[src/rtl/mul_arb_pkg.sv]
// +----------------------------------------------------------------------------
// | mul_arb_pkg : shared types and helpers for the multiplier arbiter
// | Revision    : 1.0
// +----------------------------------------------------------------------------
`default_nettype none

package mul_arb_pkg;

  typedef enum logic [1:0] {
    IDLE  = 2'd0,
    ISSUE = 2'd1,
    WAIT  = 2'd2
  } arb_state_t;

  // Widest operand and widest packed operand bus the slice helper handles.
  localparam int MAX_OP_W  = 64;
  localparam int MAX_BUS_W = 1024;

  function automatic logic [MAX_OP_W-1:0] op_slice(
    input logic [MAX_BUS_W-1:0] bus,
    input int unsigned          idx,
    input int unsigned          width
  );
    return MAX_OP_W'(bus >> (idx * width));
  endfunction

endpackage

`default_nettype wire

[src/rtl/mul_arb_pick.sv]
// +----------------------------------------------------------------------------
// | mul_arb_pick : combinational winner selection (round-robin from ptr, or
// |                lowest index first when MUL_ARB_FIXED_PRIO_EN is defined)
// | Revision     : 1.0
// +----------------------------------------------------------------------------
`default_nettype none

module mul_arb_pick #(
  parameter  int N_REQ     = 4,
  localparam int REQ_IDX_W = $clog2(N_REQ)
) (
  input  logic [N_REQ-1:0]     req,
  input  logic [REQ_IDX_W-1:0] ptr,
  output logic                 any,
  output logic [REQ_IDX_W-1:0] idx,
  output logic [N_REQ-1:0]     grant
);

`ifdef MUL_ARB_FIXED_PRIO_EN
  logic unused_ptr;
  assign unused_ptr = ^ptr;

  always_comb begin
    any = 1'b0;
    idx = '0;
    for (int i = N_REQ - 1; i >= 0; i--) begin
      if (req[REQ_IDX_W'(i)]) begin
        any = 1'b1;
        idx = REQ_IDX_W'(i);
      end
    end
  end
`else
  // Scan downward in offset so the smallest offset from ptr wins last.
  always_comb begin
    int cand;
    any  = 1'b0;
    idx  = '0;
    cand = 0;
    for (int i = N_REQ - 1; i >= 0; i--) begin
      cand = int'(ptr) + i;
      if (cand >= N_REQ) cand = cand - N_REQ;
      if (req[REQ_IDX_W'(cand)]) begin
        any = 1'b1;
        idx = REQ_IDX_W'(cand);
      end
    end
  end
`endif

  always_comb begin
    grant = '0;
    if (any) grant[idx] = 1'b1;
  end

endmodule

`default_nettype wire

[src/rtl/mul_arbiter.sv]
// +----------------------------------------------------------------------------
// | mul_arbiter : shares one multiplier between N_REQ requesters and runs its
// |               trigger/done handshake. Option: MUL_ARB_FIXED_PRIO_EN.
// | Revision    : 1.0
// +----------------------------------------------------------------------------
`default_nettype none

module mul_arbiter
  import mul_arb_pkg::*;
#(
  parameter  int C_WIDTH   = 8,
  parameter  int N_REQ     = 4,
  localparam int REQ_IDX_W = $clog2(N_REQ)
) (
  input  logic                     ctl_clk,
  input  logic                     reset,
  input  logic [N_REQ-1:0]         req,
  input  logic [N_REQ*C_WIDTH-1:0] req_a,
  input  logic [N_REQ*C_WIDTH-1:0] req_b,
  output logic [N_REQ-1:0]         req_ack,
  output logic [N_REQ-1:0]         resp_valid,
  output logic [2*C_WIDTH-1:0]     resp_y,
  output logic                     busy,
  output logic [C_WIDTH-1:0]       mul_a,
  output logic [C_WIDTH-1:0]       mul_b,
  output logic                     mul_trigger,
  input  logic                     mul_ready,
  input  logic                     mul_done,
  input  logic [2*C_WIDTH-1:0]     mul_y
);

  arb_state_t           state, state_nx;
  logic [REQ_IDX_W-1:0] winner;
  logic [REQ_IDX_W-1:0] ptr;
  logic                 pick_any;
  logic [REQ_IDX_W-1:0] pick_idx;
  logic [N_REQ-1:0]     pick_grant;
  logic                 launch;
  logic                 complete;

  mul_arb_pick #(
    .N_REQ (N_REQ)
  ) u_pick (
    .req   (req),
    .ptr   (ptr),
    .any   (pick_any),
    .idx   (pick_idx),
    .grant (pick_grant)
  );

  always_ff @(posedge ctl_clk or negedge reset) begin
    if (!reset) state <= IDLE;
    else        state <= state_nx;
  end

  always_comb begin
    state_nx = state;
    launch   = 1'b0;
    complete = 1'b0;
    case (state)
      IDLE: begin
        if (pick_any && mul_ready) begin
          launch   = 1'b1;
          state_nx = ISSUE;
        end
      end
      ISSUE: state_nx = WAIT;
      WAIT: begin
        if (mul_done) begin
          complete = 1'b1;
          state_nx = IDLE;
        end
      end
      default: state_nx = IDLE;
    endcase
  end

  assign busy = (state != IDLE);

  always_ff @(posedge ctl_clk or negedge reset) begin
    if (!reset) begin
      winner      <= '0;
      mul_a       <= '0;
      mul_b       <= '0;
      req_ack     <= '0;
      mul_trigger <= 1'b0;
      resp_valid  <= '0;
      resp_y      <= '0;
    end else begin
      if (launch) begin
        winner <= pick_idx;
        mul_a  <= C_WIDTH'(op_slice(MAX_BUS_W'(req_a), 32'(pick_idx), C_WIDTH));
        mul_b  <= C_WIDTH'(op_slice(MAX_BUS_W'(req_b), 32'(pick_idx), C_WIDTH));
      end
      req_ack     <= launch ? pick_grant : '0;
      // Trigger trails the ack by one cycle, i.e. it is high in the first WAIT cycle.
      mul_trigger <= (state == ISSUE);
      resp_valid  <= complete ? (N_REQ'(1) << winner) : '0;
      if (complete) resp_y <= mul_y;
    end
  end

`ifdef MUL_ARB_FIXED_PRIO_EN
  assign ptr = '0;
`else
  always_ff @(posedge ctl_clk or negedge reset) begin
    if (!reset)        ptr <= '0;
    else if (complete) ptr <= (winner == REQ_IDX_W'(N_REQ - 1)) ? '0 : winner + 1'b1;
  end
`endif

endmodule

`default_nettype wire

[config.mk]
export PLATFORM = sky130hd
export DESIGN_NAME = mul_arbiter
export DESIGN_NICKNAME = d
export VERILOG_FILES = /design/src/rtl/mul_arb_pkg.sv /design/src/rtl/mul_arb_pick.sv /design/src/rtl/mul_arbiter.sv
export SDC_FILE = /design/constraint.sdc
export NUM_CORES = 1
export LEC_CHECK = 0
export ABC_AREA = 1
export CAP_MARGIN = 15
export CELL_PAD_IN_SITES_DETAIL_PLACEMENT = 0
export CELL_PAD_IN_SITES_GLOBAL_PLACEMENT = 1
export CORE_UTILIZATION = 30
export CTS_CLUSTER_DIAMETER = 40
export DETAILED_ROUTE_END_ITERATION = 7
export PLACE_DENSITY = 0.92
export SYNTH_ARGS = -nofsm -noshare
export SYNTH_HDL_FRONTEND = slang
export SYNTH_HIERARCHICAL = 1
export SYNTH_SLANG_ARGS = --single-unit
[constraint.sdc]
create_clock -name ctl_clk -period 3.11 [get_ports ctl_clk]
set_input_delay 0.4665 -clock ctl_clk [delete_from_list [all_inputs] [get_ports ctl_clk]]
set_output_delay 0.4665 -clock ctl_clk [all_outputs]
set_load 0.02 [all_outputs]
==> results.sh, run 1 <==
export IMPL_cts_buffers_inserted=5
export IMPL_nFillCells=894
export IMPL_drt_wirelength_per_cell_um=11.0
export IMPL_ff2ff_path_depth=11
export IMPL_vias=2688
export IMPL_wirelength_mm=6.94
export IMPL_critPathArrivalTime_ns=2.44
export IMPL_post_detail_place_hpwl_mm=5.19
export IMPL_finalHoldViolations=0
export IMPL_failing_checks="design-rule violations"
export IMPL_global_route_overflow_total=0
export IMPL_final_common_cell="sky130_fd_sc_hd__nand2_1"
export IMPL_multi_input_comb_area_um2=1150
export IMPL_post_syn_nets=493
export IMPL_finalWorstPathRequiredPeriod_ns=2.25
export IMPL_static_leakage_uw=0.00217
export IMPL_ys_warn_count=6
export IMPL_grt_antenna_before_repair=0
export IMPL_tritoncts_clock_tree="yes"
export IMPL_timing_critical_path_required_ns=3.30
export IMPL_worst_slew_margin_rel_pct=58.6
export IMPL_worst_skew_pair_late_latency_ns=0.29
export IMPL_critPathCaptureType="flip-flop"
export IMPL_post_layout_total_power_uw=3910
export IMPL_core_ar_um2=8810
export IMPL_critical_path_reg2reg_endpoint="mul_b[5]"
export IMPL_number_of_hold_buffers_added_after_cts=0
export IMPL_longest_clk_path_bufs=2
export IMPL_postSynthCellCount=401
export IMPL_grt_setup_unrepaired="no"
export IMPL_postLayoutCoreUtil_pct=47.3
export IMPL_drt_first_pass_iters=6
export IMPL_crit_family="simple AND/OR/NAND/NOR gates"
export IMPL_maximum_number_of_pins_on_one_net_before_global_route_repair=48
export IMPL_critical_path_peak_fanout=16
export IMPL_type_of_the_setup_path_with_the_least_slack="reg -> reg"
export IMPL_effective_utilization_at_floorplan_pct=31.2
export IMPL_synth_distinct_cells=18
export IMPL_place_congestion=0.794
export IMPL_cap_violations=0
export IMPL_final_layout_size_suffix_gt1_share_pct=4.40
export IMPL_floorplan_die_width_um=97.6
export IMPL_antenna_cells=0
export IMPL_critPathMaxStageDelay_ns=0.58
export IMPL_irDropWorstVdd_mv=0.273
export IMPL_chipHeight_um=97.6
export IMPL_pwr_cell_area_nw_per_um2=938
export IMPL_gr_usage_all_layers_pct=15.1
export IMPL_post_route_period_util_pct=72.3
export IMPL_clockRootBuffer="sky130_fd_sc_hd__clkbuf_8"
export IMPL_cts_htree_levels=2
export IMPL_cts_num_sinks=47
export IMPL_ys_ff_latch=47
export IMPL_sequential_cell_area_um2=1180
export IMPL_area_growth_syn_to_fin_pct=51.8
export IMPL_detail_route_iter0_violations=107
export IMPL_io_pin_count=130
export IMPL_setup_tns_final_ns=0
export IMPL_dpl_cell_area_um2=4040
export IMPL_finalSetupViolCount=0
export IMPL_clock_transition_time_at_the_flip_flop_clock_pins_of_the_worst_setup_and_hold_paths_ns=0.08
export IMPL_timing_critical_path_depth=11
export IMPL_dieArea_um2=9530
export IMPL_result_of_the_run="complete, but fails checks"
export IMPL_crit_chain="inv_1, nand2_1, nand3_1, nand3_1, nand3_1, a21boi_2, inv_2, nand3_1, nand2_1, nand2_1, nand2_1"
export IMPL_vias_in_the_first_global_route=2591
export IMPL_critical_path_slowest_cell="sky130_fd_sc_hd__dfrtp_1"
export IMPL_timing_critical_path_buf_inv=2
export IMPL_port_buffers=129
export IMPL_timing_hold_worst_class="in -> async"
export IMPL_most_common_layout_cells="167 x sky130_fd_sc_hd__nand2_1, 128 x sky130_fd_sc_hd__clkdlybuf4s50_1, 64 x sky130_fd_sc_hd__inv_1"
export IMPL_site_rows=34
export IMPL_finish_net_count=614
export IMPL_setup_worst_path_start="ptr[0]"
export IMPL_worst_clock_skew_ns=0.00669
export IMPL_grt_pass1_wl_mm=11.8
export IMPL_worstMarginPinSlew_ns=0.620
export IMPL_postRouteAntennaNets=0
export IMPL_final_hold_worst_slack_ns=0.184
export IMPL_post_cts_resize_count=0
export IMPL_clock_fmax_mhz=445
export IMPL_timing_max_transition_violations_final=0
export IMPL_mappedNetlistArea_um2=2740
export IMPL_drc=16
export IMPL_regToRegSetupSlack_ns=0.86
export IMPL_final_instance_area_um2=4170
export IMPL_critical_path_reg2reg_startpoint="ptr[0]"
export IMPL_cts_setup_buffers=0
export IMPL_detail_route_vias_per_cell=4.26
export IMPL_crit_path_start_kind="flip-flop"
export IMPL_average_footprint_of_a_synthesized_cell_um2=6.84
export IMPL_ys_seq_area_share_pct=42.9
## worst max path at each step
stage	end
6_report	mul_b[5]
5_1_grt	mul_a[3]
4_1_cts	mul_b[5]
3_5_place_dp	mul_b[5]
3_3_place_gp	mul_a[3]
2_1_floorplan	mul_a[2]
## power by group
group / total, µW / switching, µW / internal, µW
Sequential: 1020 / 152 / 869
Combinational: 2490 / 1510 / 986
Clock: 394 / 191 / 203
Total: 3910 / 1850 / 2060
## layout make-up
cell class	instances	area share, %
timing repair buffer	134	32.3
sequential	47	28.2
inverter	69	6.28
multi-input combinational	265	27.6
clock buffer	8	2.40
tap	108	3.24
## cell usage after synthesis
| cell | count | area (µm²) |
|---|---|---|
| sky130_fd_sc_hd__buf_4 | 8 | 60.1 |
| sky130_fd_sc_hd__ha_1 | 4 | 50.1 |
| sky130_fd_sc_hd__o21ai_0 | 8 | 40.0 |
| sky130_fd_sc_hd__nor2_4 | 1 | 11.3 |
| sky130_fd_sc_hd__nand3_1 | 50 | 250 |
| sky130_fd_sc_hd__inv_1 | 64 | 240 |
| sky130_fd_sc_hd__nand2_2 | 3 | 18.8 |
| sky130_fd_sc_hd__inv_4 | 1 | 6.26 |
| sky130_fd_sc_hd__dfrtp_1 | 47 | 1180 |
| sky130_fd_sc_hd__nor2_1 | 14 | 52.6 |
| sky130_fd_sc_hd__o21bai_1 | 1 | 7.51 |
| sky130_fd_sc_hd__inv_2 | 4 | 15.0 |
| sky130_fd_sc_hd__a21oi_1 | 1 | 5.00 |
| sky130_fd_sc_hd__buf_2 | 6 | 30.0 |
| sky130_fd_sc_hd__a21boi_2 | 1 | 11.3 |
| sky130_fd_sc_hd__nand2_1 | 167 | 627 |
| sky130_fd_sc_hd__buf_6 | 6 | 67.6 |
| sky130_fd_sc_hd__o21ai_1 | 15 | 75.1 |
## state kept, by name, indices dropped and copies added (netlist names)
signal and flops:
mul_a 8, mul_b 8, mul_trigger 1, ptr 2
req_ack 4, resp_valid 4, resp_y 16, state 2
winner 2
## metal layers
metal / global-route usage (%) / vias to the layer above / share of wire, % / wire (µm)
met2: 26.7 / 92 / 47 / 3250
met1: 18.9 / 1149 / 45 / 3130
met4: 4.90 / 0 / 1.0 / 72
met5: 0 / - / 0 / 0
li1: - / 1441 / - / -
met3: 2.23 / 6 / 7.0 / 485
## cells by family after synthesis
logic type | Yosys count | share of synthesized area [%]
AND/OR/NAND/NOR | 235 | 35.0
buffers and inverters | 89 | 15.3
flip-flops | 47 | 42.9
AO/OA/AOI/OAI | 26 | 5.06
adder cells (fa/ha/maj) | 4 | 1.82
## stage by stage
step | setup WS, ns | std cells
after global routing | 0.536 | 631
after global placement | 0.615 | 622
after floorplan | 1.36 | 401
after detailed placement | 0.539 | 622
final | 0.862 | 631
after CTS | 0.818 | 630
No activity file was read; power rests on OpenSTA's default activity.
==> inputs of run 2 (changes only) <==
- CORE_UTILIZATION: 30 -> 25
- PLACE_DENSITY: 0.92 -> 0.83
- clock period: 3.11 -> 1.8 ns (I/O delays scaled with it)
==> results.sh, run 2 (same netlist as run 1, synthesis figures left out) <==
export IMPL_drt_wirelength_per_cell_um=11.5
export IMPL_antenna_cells=0
export IMPL_finish_net_count=639
export IMPL_tritoncts_clock_tree="yes"
export IMPL_cts_num_sinks=47
export IMPL_static_leakage_uw=0.00241
export IMPL_cts_htree_levels=2
export IMPL_largest_register_ffs=16
export IMPL_critical_path_peak_fanout=8
export IMPL_final_instance_area_um2=4750
export IMPL_critPathArrivalTime_ns=2.02
export IMPL_longest_clk_path_bufs=2
export IMPL_sequential_cell_area_um2=1180
export IMPL_worst_skew_pair_late_latency_ns=0.30
export IMPL_clock_fmax_mhz=550
export IMPL_effective_utilization_at_floorplan_pct=26.2
export IMPL_failing_checks="negative setup slack"
export IMPL_grt_antenna_before_repair=0
export IMPL_timing_hold_worst_class="in -> async"
export IMPL_vias_in_the_first_global_route=2899
export IMPL_critical_path_reg2reg_startpoint="ptr[0]"
export IMPL_worst_slew_margin_rel_pct=71.5
export IMPL_port_buffers=129
export IMPL_critPathCaptureType="flip-flop"
export IMPL_finalHoldViolations=0
export IMPL_clock_transition_time_at_the_flip_flop_clock_pins_of_the_worst_setup_and_hold_paths_ns=0.09
export IMPL_area_growth_syn_to_fin_pct=73.2
export IMPL_drc=0
export IMPL_cts_buffers_inserted=5
export IMPL_place_congestion=0.777
export IMPL_timing_critical_path_required_ns=2.00
export IMPL_cap_violations=0
export IMPL_core_ar_um2=10500
export IMPL_worstMarginPinSlew_ns=0.428
export IMPL_type_of_the_setup_path_with_the_least_slack="reg -> reg"
export IMPL_final_layout_size_suffix_gt1_share_pct=17.3
export IMPL_detail_route_vias_per_cell=4.17
export IMPL_detail_route_iter0_violations=84
export IMPL_pwr_cell_area_nw_per_um2=1800
export IMPL_irDropWorstVdd_mv=0.712
export IMPL_clockRootBuffer="sky130_fd_sc_hd__clkbuf_8"
export IMPL_wirelength_mm=7.86
export IMPL_critical_path_reg2reg_endpoint="mul_a[2]"
export IMPL_postRouteAntennaNets=0
export IMPL_vias=2849
export IMPL_global_route_overflow_total=0
export IMPL_grt_pass1_wl_mm=12.8
export IMPL_worst_clock_skew_ns=0.00450
export IMPL_drt_first_pass_iters=4
export IMPL_endpoint="mul_a[2]"
export IMPL_post_route_period_util_pct=101
export IMPL_chipHeight_um=107
export IMPL_finalWorstPathRequiredPeriod_ns=1.82
export IMPL_io_pin_count=130
export IMPL_most_common_layout_cells="144 x sky130_fd_sc_hd__nand2_1, 127 x sky130_fd_sc_hd__clkdlybuf4s50_1, 61 x sky130_fd_sc_hd__inv_1"
export IMPL_finalSetupViolCount=5
export IMPL_ff2ff_path_depth=14
export IMPL_dpl_cell_area_um2=4230
export IMPL_crit_path_start_kind="flip-flop"
export IMPL_post_detail_place_hpwl_mm=5.78
export IMPL_multi_input_comb_area_um2=1390
export IMPL_dieArea_um2=11400
export IMPL_site_rows=37
export IMPL_finalWorstSetupSlack_ns=-0.0183
export IMPL_timing_max_transition_violations_final=0
export IMPL_max_flop_register="resp_y"
export IMPL_post_layout_total_power_uw=8540
export IMPL_setup_worst_path_start="ptr[0]"
export IMPL_gr_usage_all_layers_pct=13.8
export IMPL_grt_setup_unrepaired="yes"
export IMPL_maximum_number_of_pins_on_one_net_before_global_route_repair=33
export IMPL_nFillCells=1080
export IMPL_biggestRegsByFlops="resp_y (16), mul_a (8), mul_b (8)"
export IMPL_floorplan_die_width_um=107
export IMPL_final_common_cell="sky130_fd_sc_hd__nand2_1"
export IMPL_regToRegSetupSlack_ns=-0.02
export IMPL_result_of_the_run="complete, but fails checks"
==> run 2: cell count changes in the layout (fill, tap and decap cells not counted), moves of 4 or more <==
cell | before | now
sky130_fd_sc_hd__nand2_2 | 3 | 23
sky130_fd_sc_hd__nand3_1 | 50 | 35
sky130_fd_sc_hd__buf_6 | 0 | 6
sky130_fd_sc_hd__nand3_4 | 0 | 6
sky130_fd_sc_hd__nand3_2 | 0 | 9
sky130_fd_sc_hd__buf_4 | 4 | 17
sky130_fd_sc_hd__buf_12 | 0 | 4
sky130_fd_sc_hd__nand2_1 | 167 | 144
==> run 2: layer usage <==
layer / wire length, µm / global-route usage, % / part of all wire, %
met1: 3300 / 15.8 / 42
met2: 4000 / 26.0 / 51
met3: 453 / 2.80 / 5.8
met5: 0 / 0 / 0
met4: 102 / 3.72 / 1.3
==> run 2: area by class of cell <==
class,instances,share of cell area [%]
well taps,136,3.58
inverters,69,5.85
multi-input cells,265,29.2
clock buffers,5,1.45
repair buffers,159,33.8
clock inverters,3,1.42
flip-flops and latches,47,24.8
==> run 2: worst min path at each step <==
stage | cells past startpoint | from | to | slack [ns]
after floorplan | 0 | reset | mul_a[0] | -0.03
after global placement | 1 | reset | ptr[0] | 0.23
after detailed placement | 1 | reset | ptr[0] | 0.24
after CTS | 2 | reset | ptr[1] | 0.46
after global routing | 2 | reset | ptr[1] | 0.46
final | 2 | reset | ptr[1] | 0.45
==> run 2: through the flow <==
stage	cells	hold WS, ns	util [%]	TNS (ns)	setup WS, ns
after CTS	681	0.455	43.6	-0.0103	-0.00727
after global placement	666	0.234	40.4	-6.82	-0.408
final	684	0.445	45.4	-0.0344	-0.0183
after global routing	684	0.462	45.4	-1.75	-0.135
after floorplan	401	-0.0256	-	0	0.0509
after detailed placement	666	0.235	40.4	-7.60	-0.463
==> run 2: report_power, final <==
group	internal (µW)	switching, µW
sequential	1500	245
combinational	2630	3240
clock	554	363
total	4690	3850
==> run 2: repair_timing <==
| action | CTS | global route |
|---|---|---|
| hold endpoints to repair | 16 | 0 |
| resized for setup | 35 | 43 |
| pin swaps | 8 | 16 |
| setup buffers | 5 | 2 |
| cloned | 1 | 1 |
| setup endpoints to repair | 20 | 21 |
| hold buffers | 1 | 0 |
==> run 2: critical path, stage by stage (launching register included) <==
cell and delay [ns]:
sky130_fd_sc_hd__dfrtp_2 0.45, sky130_fd_sc_hd__buf_6 0.15, sky130_fd_sc_hd__o21ai_2 0.16, sky130_fd_sc_hd__nand2_1 0.09, sky130_fd_sc_hd__nand2_1 0.09, sky130_fd_sc_hd__inv_2 0.06
sky130_fd_sc_hd__nand2_2 0.07, sky130_fd_sc_hd__nand2_4 0.07, sky130_fd_sc_hd__nand2_8 0.13, sky130_fd_sc_hd__buf_6 0.15, sky130_fd_sc_hd__nand2_1 0.07, sky130_fd_sc_hd__nand3_2 0.07
sky130_fd_sc_hd__nand2_1 0.06, sky130_fd_sc_hd__nand2_1 0.05, sky130_fd_sc_hd__nand2_1 0.05
==> inputs of run 3 (changes only) <==
- CTS_CLUSTER_SIZE: unset -> 16
- PLACE_DENSITY: 0.83 -> 0.81
==> results.sh, run 3 (same netlist as run 1, synthesis figures left out) <==
export IMPL_io_pin_count=130
export IMPL_postLayoutCoreUtil_pct=46.3
export IMPL_wirelength_mm=8.08
export IMPL_port_buffers=129
export IMPL_grt_antenna_before_repair=0
export IMPL_timing_hold_worst_class="in -> async"
export IMPL_final_layout_size_suffix_gt1_share_pct=19.9
export IMPL_post_layout_cell_count=688
export IMPL_cts_htree_levels=2
export IMPL_timing_max_transition_violations_final=0
export IMPL_cts_num_sinks=47
export IMPL_tritoncts_clock_tree="yes"
export IMPL_ff2ff_path_depth=14
export IMPL_grt_setup_unrepaired="yes"
export IMPL_post_detail_place_hpwl_mm=5.74
export IMPL_finalWorstSetupSlack_ns=-0.0393
export IMPL_global_route_overflow_total=0
export IMPL_biggestRegsByFlops="resp_y (16), mul_a (8), mul_b (8)"
export IMPL_type_of_the_setup_path_with_the_least_slack="in -> reg"
export IMPL_final_common_cell="sky130_fd_sc_hd__nand2_1"
export IMPL_maximum_number_of_pins_on_one_net_before_global_route_repair=33
export IMPL_crit_path_start_kind="input pin"
export IMPL_area_growth_syn_to_fin_pct=76.4
export IMPL_detail_route_iter0_violations=128
export IMPL_multi_input_comb_area_um2=1380
export IMPL_critical_path_reg2reg_startpoint="ptr[0]"
export IMPL_detail_route_vias_per_cell=4.25
export IMPL_finalWorstPathRequiredPeriod_ns=1.84
export IMPL_effective_utilization_at_floorplan_pct=26.2
export IMPL_post_route_period_util_pct=102
export IMPL_worst_slew_margin_rel_pct=66.9
export IMPL_finalSetupViolCount=8
export IMPL_critPathArrivalTime_ns=2.04
export IMPL_drc=0
export IMPL_clock_transition_time_at_the_flip_flop_clock_pins_of_the_worst_setup_and_hold_paths_ns=0.10
export IMPL_worstMarginPinSlew_ns=0.496
export IMPL_result_of_the_run="complete, but fails checks"
export IMPL_irDropWorstVdd_mv=0.690
export IMPL_critPathCaptureType="flip-flop"
export IMPL_vias_in_the_first_global_route=2945
export IMPL_floorplan_die_width_um=107
export IMPL_static_leakage_uw=0.00244
export IMPL_clock_fmax_mhz=544
export IMPL_vias=2927
export IMPL_placed_cells_incl_taps=666
export IMPL_cts_buffers_inserted=5
export IMPL_largest_register_ffs=16
export IMPL_chipHeight_um=107
export IMPL_timing_critical_path_required_ns=2.00
export IMPL_regToRegSetupSlack_ns=-0.03
export IMPL_grt_pass1_wl_mm=13.2
export IMPL_longest_clk_path_bufs=2
export IMPL_nFillCells=1061
export IMPL_sequential_cell_area_um2=1180
export IMPL_postRouteAntennaNets=0
export IMPL_finalHoldViolations=0
export IMPL_clockRootBuffer="sky130_fd_sc_hd__clkbuf_8"
export IMPL_failing_checks="negative setup slack"
export IMPL_cap_violations=0
export IMPL_critical_path_reg2reg_endpoint="mul_b[2]"
export IMPL_worst_skew_pair_late_latency_ns=0.30
export IMPL_critical_path_peak_fanout=6
export IMPL_drt_wirelength_per_cell_um=11.7
export IMPL_most_common_layout_cells="139 x sky130_fd_sc_hd__nand2_1, 127 x sky130_fd_sc_hd__clkdlybuf4s50_1, 61 x sky130_fd_sc_hd__inv_1"
export IMPL_gr_usage_all_layers_pct=14.3
export IMPL_finish_net_count=643
export IMPL_worst_clock_skew_ns=0.00783
export IMPL_dieArea_um2=11400
export IMPL_site_rows=37
export IMPL_pwr_cell_area_nw_per_um2=1860
export IMPL_place_congestion=0.784
export IMPL_drt_first_pass_iters=4
export IMPL_max_flop_register="resp_y"
export IMPL_antenna_cells=0
export IMPL_core_ar_um2=10500
## run 3: stage by stage
stage               hold slack (ns)  power (µW)  instance area (µm²)  TNS [ns]  worst slack (ns)
global route                  0.506        9750                 4840     -2.10            -0.150
detailed placement            0.269        6670                 4240     -6.39            -0.366
global placement              0.268        6610                 4240     -5.39            -0.303
CTS                           0.486        8640                 4670    -0.163           -0.0197
finish                        0.469        9000                 4840    -0.205           -0.0393
floorplan                   -0.0256        4870                 2740         0            0.0509
## run 3: area by class of cell
| cell class | instances | area share (%) |
|---|---|---|
| Clock buffer | 5 | 1.42 |
| Clock inverter | 3 | 0.491 |
| Inverter | 69 | 5.66 |
| Multi-Input combinational cell | 265 | 28.5 |
| Sequential cell | 47 | 24.4 |
| Tap cell | 136 | 3.52 |
| Timing Repair Buffer | 163 | 36.0 |
## run 3: where the power goes
| part | switching (µW) | internal (µW) | leakage (µW) | total (µW) |
|---|---|---|---|---|
| Clock | 384 | 278 | 0.0000408 | 662 |
| Combinational | 3360 | 3200 | 0.00180 | 6560 |
| Sequential | 268 | 1510 | 0.000597 | 1770 |
## run 3: layer usage
metal	vias to the layer above	part of all wire [%]	GRT usage [%]
met4	0	1.8	4.11
met3	11	5.9	2.61
met1	1319	42	17.1
li1	1504	-	-
met5	-	0	0
met2	93	50	25.9
## run 3: repair_timing
action	CTS	global route
setup buffers	6	4
pin swaps	23	25
gates cloned	3	1
endpoints found under the setup margin	17	22
gates resized for setup	43	45
endpoints found under the hold margin	18	0
hold buffers	1	0
## run 3: how the worst max path moves through the flow
stage,startpoint,end,slack [ns],depth (start not counted)
final,req[0],mul_b[7],-0.04,15
after global routing,ptr[0],mul_b[5],-0.15,14
after CTS,ptr[0],mul_a[1],-0.02,14
after detailed placement,req[1],mul_a[2],-0.37,13
after global placement,req[1],mul_b[1],-0.30,12
after floorplan,ptr[0],mul_a[2],0.05,15
## run 3: critical path, stage by stage
cell                              delay (ns)
sky130_fd_sc_hd__clkdlybuf4s50_1        0.50
sky130_fd_sc_hd__inv_1                  0.10
sky130_fd_sc_hd__nand2_1                0.12
sky130_fd_sc_hd__nand3_4                0.08
sky130_fd_sc_hd__buf_6                  0.12
sky130_fd_sc_hd__nand3_2                0.05
sky130_fd_sc_hd__nand3_2                0.09
sky130_fd_sc_hd__a21boi_4               0.17
sky130_fd_sc_hd__buf_6                  0.14
sky130_fd_sc_hd__inv_8                  0.04
sky130_fd_sc_hd__buf_12                 0.12
sky130_fd_sc_hd__nand3_1                0.08
sky130_fd_sc_hd__nand2_2                0.06
sky130_fd_sc_hd__nand2_1                0.05
sky130_fd_sc_hd__nand2_1                0.05
